### config.mk
export PLATFORM = sky130hd
export DESIGN_NAME = sram_ctrl
export DESIGN_NICKNAME = d
export VERILOG_FILES = /design/src/rtl/sram_ctrl.sv
export SDC_FILE = /design/constraint.sdc
export NUM_CORES = 1
export LEC_CHECK = 0
export ABC_AREA = 1
export CORE_MARGIN = 4
export CORE_UTILIZATION = 48
export CTS_CLUSTER_DIAMETER = 100
export DETAILED_ROUTE_END_ITERATION = 10
export PLACE_DENSITY = 0.84
export SYNTH_ARGS = -nofsm -noshare
export SYNTH_HDL_FRONTEND = slang
export SYNTH_SLANG_ARGS = --single-unit
### constraint.sdc
create_clock -name clk -period 4.1 [get_ports clk]
set_input_delay 0.82 -clock clk [delete_from_list [all_inputs] [get_ports clk]]
set_output_delay 0.82 -clock clk [all_outputs]
set_load 0.005 [all_outputs]
### src/rtl/sram_ctrl.sv
// sram_ctrl: request/ready front end that sequences setup/pulse/hold strobes for the async 256x8 SRAM
module sram_ctrl #(
  parameter int SETUP = 1,
  parameter int PULSE = 2,
  parameter int HOLD  = 1
) (
  input  logic       clk,
  input  logic       rst_n,
  input  logic       req_i,
  input  logic       we_i,
  input  logic [7:0] addr_i,
  input  logic [7:0] wdata_i,
  output logic       ready_o,
  output logic       wdone_o,
  output logic       rvalid_o,
  output logic [7:0] rdata_o,
  output logic       sram_cs_o,
  output logic       sram_wr_o,
  output logic       sram_rd_o,
  output logic [7:0] sram_addr_o,
  output logic [7:0] sram_din_o,
  input  logic [7:0] sram_dout_i
);
  typedef enum logic [1:0] {S_IDLE, S_SETUP, S_PULSE, S_HOLD} state_t;
  state_t     state_q;
  logic [3:0] cnt_q;
  logic       we_q, ready_q, wdone_q, rvalid_q, cs_q, wr_q, rd_q;
  logic [7:0] rdata_q, addr_q, din_q;
  // Phase sequencer; every pin is a register so reset can only drive strobes to their idle levels
  always_ff @(posedge clk or negedge rst_n) begin
    if (!rst_n) begin
      state_q  <= S_IDLE;
      cnt_q    <= 4'd0;
      we_q     <= 1'b0;
      ready_q  <= 1'b1;
      wdone_q  <= 1'b0;
      rvalid_q <= 1'b0;
      cs_q     <= 1'b0;
      wr_q     <= 1'b0;
      rd_q     <= 1'b1;
      rdata_q  <= 8'h00;
      addr_q   <= 8'h00;
      din_q    <= 8'h00;
    end else begin
      wdone_q  <= 1'b0;
      rvalid_q <= 1'b0;
      case (state_q)
        S_IDLE: if (req_i) begin
          we_q    <= we_i;
          addr_q  <= addr_i;
          din_q   <= wdata_i;
          cnt_q   <= 4'(SETUP - 1);
          state_q <= S_SETUP;
          ready_q <= 1'b0;
          cs_q    <= 1'b1;
        end
        S_SETUP: if (cnt_q == 4'd0) begin
          cnt_q   <= 4'(PULSE - 1);
          state_q <= S_PULSE;
          wr_q    <= we_q;
          rd_q    <= we_q;
        end else cnt_q <= cnt_q - 4'd1;
        S_PULSE: if (cnt_q == 4'd0) begin
          cnt_q   <= 4'(HOLD - 1);
          state_q <= S_HOLD;
          wr_q    <= 1'b0;
          rd_q    <= 1'b1;
          if (!we_q) rdata_q <= sram_dout_i;
        end else cnt_q <= cnt_q - 4'd1;
        default: if (cnt_q == 4'd0) begin
          state_q  <= S_IDLE;
          cs_q     <= 1'b0;
          ready_q  <= 1'b1;
          wdone_q  <= we_q;
          rvalid_q <= !we_q;
        end else cnt_q <= cnt_q - 4'd1;
      endcase
    end
  end
  assign ready_o     = ready_q;
  assign wdone_o     = wdone_q;
  assign rvalid_o    = rvalid_q;
  assign rdata_o     = rdata_q;
  assign sram_cs_o   = cs_q;
  assign sram_wr_o   = wr_q;
  assign sram_rd_o   = rd_q;
  assign sram_addr_o = addr_q;
  assign sram_din_o  = din_q;
endmodule
Word-level counts from Yosys, hierarchy flattened
Cells that the tools add are included.
{"block": "word_totals", "register_bits": 37, "latch_bits": 0, "ramBits": 0, "mem_bits_ro": 0, "input_bits": 28, "output_inout_bits": 30, "wordCells": 57, "mem_count": 0}
{"block": "op_classes", "add_sub_neg": 1, "multipliers": 0, "div_mod_pow": 0, "order_cmp": 0, "eq_ne": 6, "shift": 0, "mux": 23, "bitwise": 2, "n_reduce_logical": 13}
{"cell": "$mux W4", "n": 4}
{"cell": "$pmux W4 S3", "n": 1}
{"cell": "$mux W1", "n": 9}
{"cell": "$reduce_and A3 Y1", "n": 3}
{"cell": "$mux W2", "n": 4}
{"cell": "$pmux W1 S2", "n": 4}
{"cell": "$ne A2 B2 Y1 const B", "n": 3}
{"cell": "$pmux W2 S3", "n": 1}
{"cell": "$logic_not A4 Y1", "n": 1}
{"cell": "$ne A4 B1 Y1 const B", "n": 1}
{"cell": "$reduce_and A2 Y1", "n": 2}
{"cell": "$reduce_and A4 Y1", "n": 1}
{"cell": "$reduce_bool A2 Y1", "n": 2}
{"cell": "$sub A4 B1 Y4 const B", "n": 1}
{"cell": "$reduce_or A3 Y1", "n": 1}
{"cell": "$eq A2 B1 Y1 const B", "n": 1}
{"cell": "$eq A2 B2 Y1 const B", "n": 1}
{"cell": "$logic_not A2 Y1", "n": 1}
{"cell": "$not A1 Y1", "n": 2}
{"cell": "$reduce_or A2 Y1", "n": 1}
{"cell": "$logic_not A1 Y1", "n": 1}

Logic depth before layout (Yosys ltp)
Gate-level depths: netlist of run 1.
{"block": "logic_depth", "ltp_word": 4, "ltp_mapped": 9, "depth_no_buf": 9}

Worst setup path before layout of run 1
OpenSTA, ideal clock, no wires.
{"block": "synth_path", "kind": "input -> register", "startpoint": "input port req_i", "endpoint": "register addr_q[0] (netlist: sram_addr_o[0])", "setup_ns": 0.125, "t_arrival_ns": 1.452, "t_required_ns": 3.975, "setup_slack_ns": 2.523, "cell_stages": 3, "n_path_buf": 1, "path_cell_list": "nand2_2 buf_6 mux2_2"}
{"block": "synth_between", "elab_chain_cells": 1}
{"item": "start, declared", "line_no": "9", "source": "input logic req_i,"}
{"item": "$reduce_and A2 Y1 (no line)"}
{"item": "end signal, assigned", "line_no": "50", "source": "addr_q <= addr_i;"}
{"item": "end, declared", "line_no": "28", "source": "logic [7:0] rdata_q, addr_q, din_q;"}
Every way passes these cells.
A chain may end at the register's enable or synchronous reset.

Worst setup path in the final report of run 1
{"block": "layout_path", "startpoint": "register ready_q (netlist: ready_o)", "endpoint": "output port ready_o"}
{"item": "start, declared", "line_no": "27", "source": "logic we_q, ready_q, wdone_q, rvalid_q, cs_q, wr_q, rd_q;"}
{"item": "start signal, assigned", "line_no": "35", "source": "ready_q <= 1'b1;"}
{"item": "start signal, assigned", "line_no": "54", "source": "ready_q <= 1'b0;"}
{"item": "start signal, assigned", "line_no": "73", "source": "ready_q <= 1'b1;"}
{"item": "end, declared", "line_no": "13", "source": "output logic ready_o,"}
No word-level cell between the ends.

==> results of run 1 <==
-- cell type report --
type                            instances  area (µm²)  area share, %
Sequential cell                        37         928           39.9
Multi-Input combinational cell         99         637           27.4
Timing Repair Buffer                   57         566           24.3
Inverter                               22        82.6           3.55
Tap cell                               46        57.6           2.47
Clock buffer                            7        55.1           2.37
-- how the worst max path moves through the flow --
stage               startpoint             end  depth (start not counted)  slack [ns]
floorplan                req_i  sram_addr_o[0]                          3        2.52
global placement         req_i  sram_addr_o[0]                          3        1.96
detailed placement       req_i   sram_din_o[2]                          3        1.96
CTS                    ready_o         ready_o                          1        1.87
global route         sram_rd_o       sram_rd_o                          1        1.85
finish                 ready_o         ready_o                          1        1.89
-- state kept, by name, summed over array words and instances, names as in the netlist --
| name | cells |
|---|---|
| sram_cs_o | 1 |
| rvalid_o | 1 |
| state_q | 2 |
| cnt_q | 4 |
| sram_wr_o | 1 |
| sram_din_o | 8 |
| sram_rd_o | 1 |
| wdone_o | 1 |
| we_q | 1 |
| sram_addr_o | 8 |
| rdata_o | 8 |
| ready_o | 1 |
-- cell usage in the layout (no fill, tap or decap) --
| master | instances |
|---|---|
| clkdlybuf4s50_1 | 56 |
| dfrtp_1 | 35 |
| nand2_1 | 33 |
| inv_1 | 22 |
| mux2_2 | 16 |
| nor2_1 | 10 |
| nand3_1 | 8 |
| o21ai_2 | 8 |
| o21ai_0 | 5 |
| ha_1 | 5 |
| clkbuf_4 | 5 |
| nand2_2 | 4 |
| nor3_1 | 2 |
| a21oi_1 | 2 |
| dfstp_2 | 2 |
| nor2_2 | 1 |
| xor2_1 | 1 |
| nand4_1 | 1 |
| nand3_4 | 1 |
| o21ai_1 | 1 |
| a21oi_2 | 1 |
| clkbuf_1 | 1 |
| clkbuf_8 | 1 |
| buf_2 | 1 |
-- metal layers --
metal | GRT usage, % | share of wire (%)
met1 | 18.6 | 39
met2 | 29.2 | 53
met3 | 7.42 | 6.8
met4 | 6.08 | 1.6
met5 | 0 | 0
-- kinds of logic after synthesis --
logic type | count (synthesis) | share of synthesized area (%)
flip-flops | 37 | 55.6
adder cells (fa/ha/maj) | 5 | 3.75
multiplexers | 16 | 10.8
XOR/XNOR | 1 | 0.524
buffers and inverters | 24 | 6.29
AO/OA/AOI/OAI | 17 | 7.12
AND/OR/NAND/NOR | 60 | 16.0
-- through the flow --
step,utilization (%),cells,setup slack (ns)
after floorplan,-,160,2.52
after global placement,68.1,261,1.96
after detailed placement,68.1,261,1.96
after CTS,69.7,268,1.87
after global routing,69.7,268,1.85
final,69.7,268,1.89
-- power breakdown --
part	internal (mW)	switching, mW	leakage [nW]
clock	0.0810	0.113	0.0314
combinational	0.494	0.395	0.620
sequential	0.551	0.101	0.442
==> flow_metrics.py, run 1 <==
metrics = {
    "sta": {
        "slew_viol_final": 0,
        "worstMarginPinSlew_ns": 0.798,
        "slew_headroom_pct": 46.8,
        "rsz0062_at_grt": "false",
        "setup_violations": 0,
        "final.setup_skew_ns": 0.00114,
        "fin_crit_ns": 2.21,
        "finalCritPeriodShare_pct": 54.0,
        "tns_ns": 0,
        "clock.fmax_mhz": 452,
        "whs_ns": 0.485,
        "hold_viol_final": 0,
    },
    "clocking": {
        "clockBufferDepth": 2,
        "cts.sinks": 37,
        "hold_buffers": 0,
        "clockRootBuffer": "clkbuf_4",
        "insertion_delay_ns": 0.33,
        "cts.htree.levels": 2,
        "tritoncts": "built",
        "path_clk_slew_ns": 0.10,
        "postCtsSetupBuffers": 0,
        "cts_inserted_buffers": 5,
        "cts_resized": 0,
    },
    "drt": {
        "wl_per_cell_um": 12.3,
        "routed_wl_mm": 3.29,
        "num_vias": 1279,
        "drc": 0,
        "drt-pass1-iter-count": 4,
        "postRouteAntennaNets": 0,
        "vias_per_cell": 4.77,
        "drtIter0Drc": 64,
    },
    "finish": {
        "final_nets": 255,
        "layout-drive-gt1-share_pct": 18.0,
        "area_delta_synth_final_pct": 39.3,
        "fill_cells": 288,
        "diodes": 0,
        "finalInstanceArea_mm2": 0.00233,
    },
    "synth": {
        "yosysUniqueCellTypes": 20,
        "synth_top_area_share_pct": 52.4,
        "syn_area_mm2": 0.00167,
        "yosysWarnings": 0,
        "synth_area_leader_cell": "dfrtp_1",
        "seq_area_frac_synth_pct": 55.6,
        "synth_edf_count": 0,
        "avgSynthCellArea_um2": 10.4,
        "synth.area.top_cells": "dfrtp_1 52%, mux2_2 11%, nand2_1 7.4%",
        "synth_seq_cells": 37,
        "synth_ff_type": "dfrtp_1",
        "syn_inst": 160,
        "yosysMostFrequentCell": "dfrtp_1",
        "syn-num-nets": 193,
        "synth_top_cells_by_count": "35 x dfrtp_1, 33 x nand2_1, 22 x inv_1",
        "async_reset_ff_share_pct": 100,
    },
    "setup_path": {
        "r2r_end": "sram_din_o[7]",
        "cp_slowest_stage_delay_ns": 0.55,
        "critPathBufInv": 1,
        "arrival_ns": 1.39,
        "crit_type": "reg2out",
        "crit_path_top_delay_cell": "dfstp_2",
        "r2r_cells": 4,
        "crit_chain": "clkdlybuf4s50_1",
        "ff2ff_setup_slack_ns": 2.54,
        "crit_path_end_kind": "primary output",
        "critPathRequiredTime_ns": 3.28,
        "setup.worst_path.start_class": "register",
        "r2r_start": "state_q[0]",
        "crit_fanout": 2,
        "cp_top_family": "flip-flops",
    },
    "die": {
        "rows": 21,
        "die_height_um": 67.0,
        "die_w_um": 67.0,
        "dieArea_mm2": 0.00449,
        "initial_core_util_pct": 50.1,
        "core_mm2": 0.00334,
        "ioPinCount": 58,
    },
    "place": {
        "post-dp-hpwl_mm": 2.53,
        "gp_congestion": 0.781,
        "port-buffer-count": 57,
        "placed_area_mm2": 0.00227,
    },
    "grt": {
        "grt_pass1_wl_mm": 5.63,
        "grt-ovfl-total": 0,
        "grt_max_degree": 38,
        "antenna_found_initial": 0,
        "grt.total_usage_pct": 17.1,
        "grt_pass1_vias": 1308,
    },
    "power_and_ir_drop": {
        "leakage_nw": 1.09,
        "p_per_area_mw_per_mm2": 746,
        "ir_worst_vdd_v": 0.000361,
        "power.total_mw": 1.74,
    },
    "worst_hold_path": {
        "hp-class": "reg2reg",
        "hold_start": "we_q",
        "whs_path_depth": 1,
        "min_to": "rvalid_o",
    },
    "run_status": {
        "status": "complete, no violations",
    },
    "flow_run": {
        "max-cap-violations": 0,
    },
}
(Power assumes the default switching activity.)
==> run 2: changes to the inputs <==
--- a/config.mk
+++ b/config.mk
@@ -7,10 +7,10 @@
 export LEC_CHECK = 0
 export ABC_AREA = 1
 export CORE_MARGIN = 4
-export CORE_UTILIZATION = 48
+export CORE_UTILIZATION = 44
 export CTS_CLUSTER_DIAMETER = 100
 export DETAILED_ROUTE_END_ITERATION = 10
-export PLACE_DENSITY = 0.84
+export PLACE_DENSITY = 0.78
 export SYNTH_ARGS = -nofsm -noshare
 export SYNTH_HDL_FRONTEND = slang
 export SYNTH_SLANG_ARGS = --single-unit
==> constraint.sdc (replaced) <==
create_clock -name clk -period 2.3 [get_ports clk]
set_input_delay 0.46 -clock clk [delete_from_list [all_inputs] [get_ports clk]]
set_output_delay 0.46 -clock clk [all_outputs]
set_load 0.005 [all_outputs]
==> run 2 against run 1 <==
Effect of this change: utilization is 5.3 points lower; count of clock-buffer cells in the layout is 1 lower; critical endpoint unchanged; non-clock buffer count stayed put.
==> flow_metrics.py, run 2 (synthesized netlist as in run 1, its figures left out) <==
metrics = {
    "setup_path": {
        "cp_slowest_stage_delay_ns": 0.53,
        "crit_fanout": 2,
        "crit_chain": "clkdlybuf4s50_1",
        "crit_type": "reg2out",
        "crit_path_end_kind": "primary output",
        "cp_top_family": "flip-flops",
        "critPathBufInv": 1,
        "critPathRequiredTime_ns": 1.84,
        "arrival_ns": 1.33,
        "crit_path_top_delay_cell": "dfstp_2",
        "setup.worst_path.start_class": "register",
    },
    "die": {
        "rows": 22,
        "dieArea_mm2": 0.00485,
        "die_w_um": 69.6,
        "die_height_um": 69.6,
        "ioPinCount": 58,
        "initial_core_util_pct": 45.6,
        "core_mm2": 0.00366,
    },
    "sta": {
        "rsz0062_at_grt": "false",
        "hold_viol_final": 0,
        "tns_ns": 0,
        "finalCritPeriodShare_pct": 77.6,
        "worstMarginPinSlew_ns": 0.809,
        "slew_headroom_pct": 46.0,
        "clock.fmax_mhz": 560,
        "slew_viol_final": 0,
        "fin_ws_ns": 0.515,
        "final.setup_skew_ns": 0.00510,
        "setup_violations": 0,
        "fin_crit_ns": 1.79,
    },
    "clocking": {
        "clockRootBuffer": "clkbuf_8",
        "cts.htree.levels": 2,
        "tritoncts": "built",
        "cts_inserted_buffers": 5,
        "insertion_delay_ns": 0.29,
        "path_clk_slew_ns": 0.07,
        "clockBufferDepth": 2,
        "postCtsSetupBuffers": 0,
        "cts_resized": 0,
        "cts.sinks": 37,
        "hold_buffers": 0,
    },
    "grt": {
        "grt_pass1_wl_mm": 5.51,
        "grt_pass1_vias": 1268,
        "grt-ovfl-total": 0,
        "grt_max_degree": 38,
        "antenna_found_initial": 0,
        "grt.total_usage_pct": 14.4,
    },
    "drt": {
        "drt-pass1-iter-count": 4,
        "num_vias": 1254,
        "drtIter0Drc": 51,
        "routed_wl_mm": 3.21,
        "postRouteAntennaNets": 0,
        "vias_per_cell": 4.63,
        "drc": 0,
        "wl_per_cell_um": 11.9,
    },
    "place": {
        "port-buffer-count": 57,
        "preCtsSetupSlack_ns": 0.528,
        "placed_area_mm2": 0.00227,
        "post-dp-hpwl_mm": 2.42,
        "gp_congestion": 0.791,
    },
    "finish": {
        "final_nets": 255,
        "area_delta_synth_final_pct": 41.0,
        "layout-drive-gt1-share_pct": 18.4,
        "diodes": 0,
        "finalInstanceArea_mm2": 0.00236,
        "final_cell_mix": "56 x clkdlybuf4s50_1, 35 x dfrtp_1, 33 x nand2_1",
        "final_common_cell": "clkdlybuf4s50_1",
    },
    "power_and_ir_drop": {
        "p_per_area_mw_per_mm2": 1350,
        "leakage_nw": 1.11,
        "ir_worst_vdd_v": 0.000585,
    },
    "run_status": {
        "status": "complete, no violations",
    },
    "flow_run": {
        "max-cap-violations": 0,
    },
    "worst_hold_path": {
        "hp-class": "in2async",
    },
}
## run 2: cell types whose count changed in the layout (fill, tap and decap cells not counted)
cell | previous run | this run
clkinv_2 | 0 | 2
clkbuf_4 | 5 | 0
clkbuf_8 | 1 | 5
## run 2: final timing paths
check,endpoint,startpoint,depth (start not counted),slack [ns]
max,ready_o,ready_o,1,0.51
min,cnt_q[3],rst_n,1,0.26
max reg2reg,sram_din_o[5],state_q[1],4,0.75
min reg2reg,ready_o,ready_o,2,0.47
max in group asynchronous,sram_wr_o,rst_n,1,1.53
min in group clk,ready_o,ready_o,2,0.47
## run 2: metal layers
layer	vias up	global-route usage, %	wire [µm]
li1	630	-	-
met1	581	16.8	1430
met2	39	22.8	1490
met3	4	6.81	257
met4	0	5.74	29
met5	-	0	0
## run 2: through the flow
step | power (mW) | utilization, % | hold slack [ns] | cells
floorplan | 2.04 | - | 0.164 | 160
global placement | 2.74 | 62.1 | 0.461 | 263
detailed placement | 2.77 | 62.1 | 0.466 | 263
CTS | 3.22 | 64.4 | 0.290 | 271
global route | 3.45 | 64.4 | 0.326 | 271
finish | 3.17 | 64.4 | 0.264 | 271
## run 2: power breakdown
part           switching, mW  internal, mW  leakage [nW]  total [mW]
Combinational          0.704         0.879         0.620        1.58
Sequential             0.176         0.984         0.442        1.16
Clock                  0.221         0.210        0.0450       0.431
Total                   1.10          2.07          1.11        3.17
## run 2: cell type report
cell class                 instances  area (µm²)
clock buffer                       6        72.6
timing repair buffer              57         566
fill                             315        1310
inverter                          22        82.6
clock inverter                     2        10.0
sequential                        37         928
multi-input combinational         99         637
tap                               48        60.1
